[src/rtl/nibble_packer.sv]
// rtl/nibble_packer.sv - packs accepted 4-bit nibbles into 16-bit words, first nibble in [3:0].
// A word can be closed early with flush, padding the unfilled upper slots with PAD.
module nibble_packer #(
    parameter logic [3:0] PAD = 4'h0
) (
    input  logic        clk,
    input  logic        nrst,
    input  logic [3:0]  in_data,
    input  logic        in_valid,
    output logic        in_ready,
    input  logic        flush,
    output logic [15:0] out_data,
    output logic        out_valid,
    input  logic        out_ready,
    output logic [2:0]  count
);

    typedef enum logic {
        FILL = 1'b0,
        FULL = 1'b1
    } state_t;

    state_t      state;
    state_t      state_nxt;
    logic [15:0] word_nxt;
    logic [2:0]  count_nxt;
    logic        accept;
    int          pad_from;

    // While a word is held, a new nibble is taken only in the handoff cycle.
    assign in_ready = (state == FILL) ? 1'b1 : out_ready;
    assign accept   = in_valid && in_ready;

    always_comb begin
        state_nxt = state;
        word_nxt  = out_data;
        count_nxt = count;
        pad_from  = 4;
        if (state == FILL) begin
            if (accept) begin
                word_nxt[4*count[1:0] +: 4] = in_data;
                if (count == 3'd3 || flush) begin
                    pad_from  = int'(count) + 1;
                    state_nxt = FULL;
                    count_nxt = 3'd4;
                end else begin
                    count_nxt = count + 3'd1;
                end
            end else if (flush && count != 3'd0) begin
                pad_from  = int'(count);
                state_nxt = FULL;
                count_nxt = 3'd4;
            end
        end else begin
            if (out_ready) begin
                state_nxt = FILL;
                if (in_valid) begin
                    word_nxt[3:0] = in_data;
                    count_nxt     = 3'd1;
                end else begin
                    count_nxt     = 3'd0;
                end
            end
        end
        for (int i = 0; i < 4; i++) begin
            if (i >= pad_from) begin
                word_nxt[4*i +: 4] = PAD;
            end
        end
    end

    always_ff @(posedge clk or negedge nrst) begin
        if (!nrst) begin
            state     <= FILL;
            out_data  <= 16'h0000;
            count     <= 3'd0;
            out_valid <= 1'b0;
        end else begin
            state     <= state_nxt;
            out_data  <= word_nxt;
            count     <= count_nxt;
            out_valid <= (state_nxt == FULL);
        end
    end

endmodule

[config.mk]
export PLATFORM = sky130hd
export DESIGN_NAME = nibble_packer
export DESIGN_NICKNAME = d
export VERILOG_FILES = /design/src/rtl/nibble_packer.sv
export SDC_FILE = /design/constraint.sdc
export NUM_CORES = 1
export LEC_CHECK = 0
export BUFFER_PORTS_ARGS = -buffer_cell sky130_fd_sc_hd__buf_2
export CAP_MARGIN = 20
export CORE_MARGIN = 2
export CORE_UTILIZATION = 31
export CTS_CLUSTER_DIAMETER = 40
export DETAILED_ROUTE_END_ITERATION = 8
export REMOVE_ABC_BUFFERS = 1
export SYNTH_ARGS = -nofsm -noshare
export SYNTH_HDL_FRONTEND = slang
export SYNTH_SLANG_ARGS = --single-unit
[constraint.sdc]
create_clock -name clk -period 5.6 [get_ports clk]
set_clock_uncertainty 0.05 [all_clocks]
set_input_delay 0.28 -clock clk [delete_from_list [all_inputs] [get_ports clk]]
set_output_delay 0.28 -clock clk [all_outputs]
set_load 0.01 [all_outputs]
==> results of run 1 <==
==> Yosys cell counts (2+ instances only) <==
cell type,n
nand2b_1,2
a211oi_1,4
nand2_1,7
buf_6,3
a22oi_1,12
o211ai_1,4
and2_2,2
o21ai_0,4
ha_1,7
nor4bb_1,2
nor2_1,7
mux2i_1,4
dfrtp_1,20
inv_1,9
a21oi_1,6
==> worst max-delay path, delay by kind of cell, from the launching register on <==
| family | cells | cell delay (ns) |
|---|---|---|
| buffers and inverters | 1 | 0.17 |
| adder cells (fa/ha/maj) | 1 | 0.29 |
| AND/OR/NAND/NOR | 1 | 0.52 |
| multiplexers | 1 | 0.34 |
| AO/OA/AOI/OAI | 2 | 0.83 |
| flip-flops | 1 | 0.62 |
==> final cells by class <==
cell class	count	area share [%]
Multi-Input combinational cell	85	45.48
Tap cell	50	4.227
Inverter	9	2.282
Clock buffer	4	3.719
Sequential cell	20	33.81
Timing Repair Buffer	30	10.48
==> routing by layer <==
metal	vias up	share of wire, %	wire, um
met5	-	0	0
met4	0	0.69	20
met2	23	47	1362
li1	500	-	-
met1	523	48	1394
met3	4	3.9	114
==> final timing paths <==
kind / to / slack [ns] / depth (start not counted)
setup / recovery: out_data[8]$_DFFE_PN0P_ / 2.66 / 6
hold / removal: out_data[4]$_DFFE_PN0P_ / 0.27 / 3
setup reg to reg: out_data[8]$_DFFE_PN0P_ / 2.66 / 6
hold reg to reg: out_data[9]$_DFFE_PN0P_ / 0.47 / 2
max in group asynchronous: out_data[11]$_DFFE_PN0P_ / 4.74 / 2
min in group asynchronous: out_data[12]$_DFFE_PN0P_ / 0.45 / 2
==> power by group through the flow <==
stage / sequential [W] / clock (W) / combinational (W)
2_1_floorplan: 0.000255 / 0 / 0.000185
3_3_place_gp: 0.000245 / 0 / 0.000282
3_5_place_dp: 0.000248 / 0 / 0.000294
4_1_cts: 0.000246 / 0.000114 / 0.000295
5_1_grt: 0.000255 / 0.000120 / 0.000328
6_report: 0.000246 / 0.000110 / 0.000294
==> metrics by stage <==
step                      power (W)  cell area, um2  utilization [%]  hold WS (ns)
after floorplan           0.0004396            1207                -      -0.06559
after global placement    0.0005264            1415            35.89        0.1931
after detailed placement  0.0005419            1415            35.89        0.2071
after CTS                 0.0006548            1480            37.54        0.2603
after global routing      0.0007034            1480            37.54        0.2638
final                     0.0006510            1480            37.54        0.2718
==> sequential cells by signal (all words and copies together), names as in the netlist <==
signal,flops
count,3
state,1
out_data,16
==> timing repair <==
action	in CTS	in global routing
endpoints found under the hold margin	20	0
hold buffers	1	0
setup endpoints to repair	0	0
==> kinds of logic (layout without fill, tap and decap cells) <==
family	Yosys count	count (layout)
AND/OR/NAND/NOR	32	32
flip-flops	20	20
buffers and inverters	13	43
multiplexers	6	6
AO/OA/AOI/OAI	40	40
adder cells (fa/ha/maj)	7	7
==> impl_metrics.yaml, run 1 <==
die:
  die_y_um: 67.37
  num_rows: 23
  die_area_um2: 4539
  die_w_um: 67.37
  io_pins: 30
  initial_utilization_pct: 31.58
  coreArea_um2: 3943
global_routing:
  grt_pass1_vias: 982
  met1_usage_pct: 20.00
  use_met2_pct: 21.78
  top_usage_layer: "met2"
  track_usage_pct: 14.22
  grt_pass1_wl_um: 4871
  grt_overflow: 0
  grt_max_degree: 21
  antenna_found_initial: 0
  use_met3_pct: 3.500
synthesis:
  yosysWarnings: 0
  async_reset_ff_share_pct: 100.0
  synth_xor_area_share_pct: 0
  yosysTopAreaCell: "dfrtp_1"
  synth_flop_cell: "dfrtp_1"
  avgSynthCellArea_um2: 10.55
  postSynthCellCount: 118
  seq_area_frac_synth_pct: 40.20
  yosys-top-cells-area: "dfrtp_1 (40%), a22oi_1 (7.2%), ha_1 (7.0%)"
  yosysTopAreaCellShare_pct: 40.20
  ys_seq_elements: 20
  synth_compound_area_share_pct: 26.03
  synth_top_family_by_area: "compound AO/OA/AOI/OAI gates"
  synth_edf_count: 0
  synth_mux_area_share_pct: 5.327
  synthSimpleGateAreaFrac_pct: 15.68
  ys_types: 40
  synth_area_um2: 1245
  synthAdderAreaFrac_pct: 7.035
clock_network:
  htree_levels: 1
  post_cts_buffers: 0
  clock_latency_ns: 0.26
  clockBufferDepth: 2
  clock-sinks: 20
  cts_tree: "built"
  clkTransAtPathRegs_ns: 0.07
  cts_buffers: 3
  clock-root-buffer: "clkbuf_8"
  cts-resized-gates: 0
detailed_routing:
  vias: 1050
  drt.antenna.violating_nets: 0
  viasPerCell: 5.303
  routedWlPerCell_um: 14.60
  drc: 0
  drt-initial-drc-count: 44
  wl_um: 2891
  dr.pass1.iters: 4
power:
  cellPowerDensity_nw_per_um2: 439.8
  switchingPower_w: 0.0002741
  netSwitchingFraction_pct: 42.11
  leakage_nw: 0.7145
  comb_power_share_pct: 45.2
  seqPwrFrac_pct: 37.9
  ir_worst_vdd_uv: 191.7
  p_int_w: 0.0003768
  clkPwrFrac_pct: 17.0
setup_path:
  worstReg2RegStart: "count[0]$_DFFE_PN0P_"
  crit_path_start_kind: "flip-flop"
  crit_fanout: 15
  arrival_ns: 3.04
  crit_type: "reg -> reg"
  crit_start: "count[0]$_DFFE_PN0P_"
  end_kind: "flip-flop"
  crit_required_ns: 5.70
  crit_slowest_cell: "dfrtp_1"
  path_cells: "inv_1 > ha_1 > or4b_4 > a221oi_4 > a32oi_4 > mux2_4"
  cp_slowest_stage_delay_ns: 0.62
cells_and_area:
  drive_gt1_share_pct: 30.41
  syn2layout_area_growth_pct: 18.89
  final_cells: 198
  fillers: 392
  nNetsFinal: 165
  seq_area_um2: 500.5
  layout_commonest_cell: "buf_2"
  final_cell_mix: "buf_2 (29), dfrtp_1 (20), a22oi_1 (12)"
  multiInputGateArea_um2: 673.1
  num_antenna_cells: 0
timing:
  setup_viol: 0
  hold_viol: 0
  fin_ws_ns: 2.658
  tightest_slew_ns: 0.7957
  tns_ns: 0
  slew_viol_final: 0
  max_freq_mhz: 339.9
  worst_slew_margin_rel_pct: 46.28
  post-route-period-util_pct: 52.54
  layout_min_cycle_time_ns: 2.942
  rsz0062_at_grt: "false"
placement:
  dp_hpwl_um: 2265
  portBuffers: 29
  pre_cts_slack_ns: 2.711
  dp_cells: 193
  gp_congestion: 0.8998
worst_hold_path:
  min_from: "in_data[0]"
  hold_path_class: "in -> reg"
status:
  status: "completed"
job:
  cap_violations: 0
No activity file was read; power rests on OpenSTA's default activity.
==> inputs of run 2 (changes only) <==
Clock period 5.6 ns to 3 ns, I/O delays scaled along.
==> run 2 against run 1 <==
Compared with the run above: design area is 2.6% higher; first-iteration DRC count is 50% lower; largest power group unchanged; wire length rose by 4.2%; power grew 100%; critical endpoint unchanged; highest routed layer unchanged; die area did not move; sequential share of layout area down 0.86 points.
==> impl_metrics.yaml, run 2 (synthesis gave the netlist of run 1 again) <==
cells_and_area:
  seq_area_um2: 500.5
  largest_registers: "out_data: 16 flops, count: 3 flops, state: 1 flops"
  final_cell_mix: "buf_2 (29), dfrtp_1 (20), a22oi_1 (12)"
  final_util_pct: 38.53
  largest-register: "out_data"
  nNetsFinal: 168
  fillers: 382
  drive_gt1_share_pct: 31.79
  syn2layout_area_growth_pct: 22.01
  multiInputGateArea_um2: 673.1
  largest_register_ffs: 16
  layout_commonest_cell: "buf_2"
  num_antenna_cells: 0
clock_network:
  clock-root-buffer: "clkbuf_8"
  htree_levels: 1
  clkTransAtPathRegs_ns: 0.08
  cts-resized-gates: 0
  cts_tree: "built"
  cts_buffers: 3
  clock-sinks: 20
  clockBufferDepth: 2
  clock_latency_ns: 0.26
setup_path:
  crit_path_start_kind: "flip-flop"
  end_kind: "flip-flop"
  crit_fanout: 10
  crit_required_ns: 3.11
  crit_type: "reg -> reg"
  cp_slowest_stage_delay_ns: 0.71
  crit_family: "simple AND/OR/NAND/NOR gates"
  path_buf_inv: 2
  crit_slowest_cell: "or4_2"
  path_cells: "inv_1 > ha_1 > inv_1 > or4_2 > a32oi_4 > mux2_4"
  crit_top_cell: "inv_1"
  arrival_ns: 2.82
global_routing:
  grt_max_degree: 21
  antenna_found_initial: 0
  grt_pass1_wl_um: 4905
  grt_pass1_vias: 998
  grt_overflow: 0
  track_usage_pct: 14.33
placement:
  portBuffers: 29
  dp_hpwl_um: 2232
  gp_congestion: 0.8129
timing:
  slew_viol_final: 0
  rsz0062_at_grt: "false"
  tightest_slew_ns: 0.7071
  worst_slew_margin_rel_pct: 52.26
  post-route-period-util_pct: 90.43
  layout_min_cycle_time_ns: 2.713
  setup_viol: 0
  hold_viol: 0
  max_freq_mhz: 368.6
  tns_ns: 0
power:
  cellPowerDensity_nw_per_um2: 869.9
  ir_worst_vdd_uv: 590.3
  leakage_nw: 0.7365
detailed_routing:
  drt-initial-drc-count: 22
  wl_um: 3012
  routedWlPerCell_um: 14.99
  drc: 0
  drt.antenna.violating_nets: 0
  viasPerCell: 5.209
  vias: 1047
  dr.pass1.iters: 4
die:
  die_w_um: 67.37
  die_y_um: 67.37
  coreArea_um2: 3943
  initial_utilization_pct: 31.58
  io_pins: 30
  die_area_um2: 4539
  num_rows: 23
worst_hold_path:
  hold_path_class: "in -> reg"
status:
  status: "completed"
job:
  cap_violations: 0
## run 2: power breakdown
group	internal (W)	switching [W]	leakage [nW]	total, W
clock network	0.000178	0.0000998	0.0357	0.000278
registers	0.000343	0.0000670	0.262	0.000410
logic	0.000265	0.000368	0.439	0.000633
total	0.000786	0.000535	0.737	0.00132
## run 2: layer usage
layer / up-vias / global-route usage [%] / wire length, um
met5: - / 0 / 0
met4: 0 / 4.592 / 20
met3: 4 / 4.167 / 121
met2: 20 / 22.77 / 1462
met1: 513 / 18.73 / 1408
li1: 510 / - / -
## run 2: path summary, 6_finish.rpt
path	startpoint	end	slack [ns]	depth (start not counted)
min in group asynchronous	nrst	out_data[14]$_DFFE_PN0P_	0.31	2
min	in_data[0]	out_data[4]$_DFFE_PN0P_	0.12	3
max reg2reg	count[1]$_DFFE_PN0P_	out_data[8]$_DFFE_PN0P_	0.29	6
max in group asynchronous	nrst	count[2]$_DFFE_PN0P_	2.27	2
max	count[1]$_DFFE_PN0P_	out_data[8]$_DFFE_PN0P_	0.29	6
min reg2reg	out_data[8]$_DFFE_PN0P_	out_data[8]$_DFFE_PN0P_	0.46	1
## run 2: worst reg2reg max path: stages (launching register included)
cell	delay, ns
dfrtp_1	0.52
inv_1	0.14
ha_1	0.39
inv_1	0.11
or4_2	0.71
a32oi_4	0.36
mux2_4	0.33
## run 2: through the flow
| stage | hold slack (ns) | cell area, um2 | power, W | worst slack [ns] | cells |
|---|---|---|---|---|---|
| final | 0.1206 | 1519 | 0.001321 | 0.2872 | 201 |
| after global routing | 0.1372 | 1519 | 0.001410 | 0.1946 | 201 |
| after CTS | 0.1242 | 1519 | 0.001315 | 0.3055 | 201 |
| after detailed placement | 0.07743 | 1438 | 0.001037 | 0.3283 | 196 |
| after global placement | 0.06673 | 1438 | 0.001013 | 0.4276 | 196 |
| after floorplan | -0.1956 | 1207 | 0.0008206 | 0.3614 | 114 |
## run 2: final cells by class
type                    instances  share of cell area, %
clock buffers                   3                  2.718
clock inverters                 1                  1.977
inverters                       9                  2.224
multi-input cells              85                  44.32
flip-flops and latches         20                  32.95
well taps                      50                  4.119
repair buffers                 33                  11.70
## run 2: timing repair
item / CTS / global route
setup buffers: 0 / 0
hold endpoints to repair: 20 / 0
hold buffers: 1 / 0
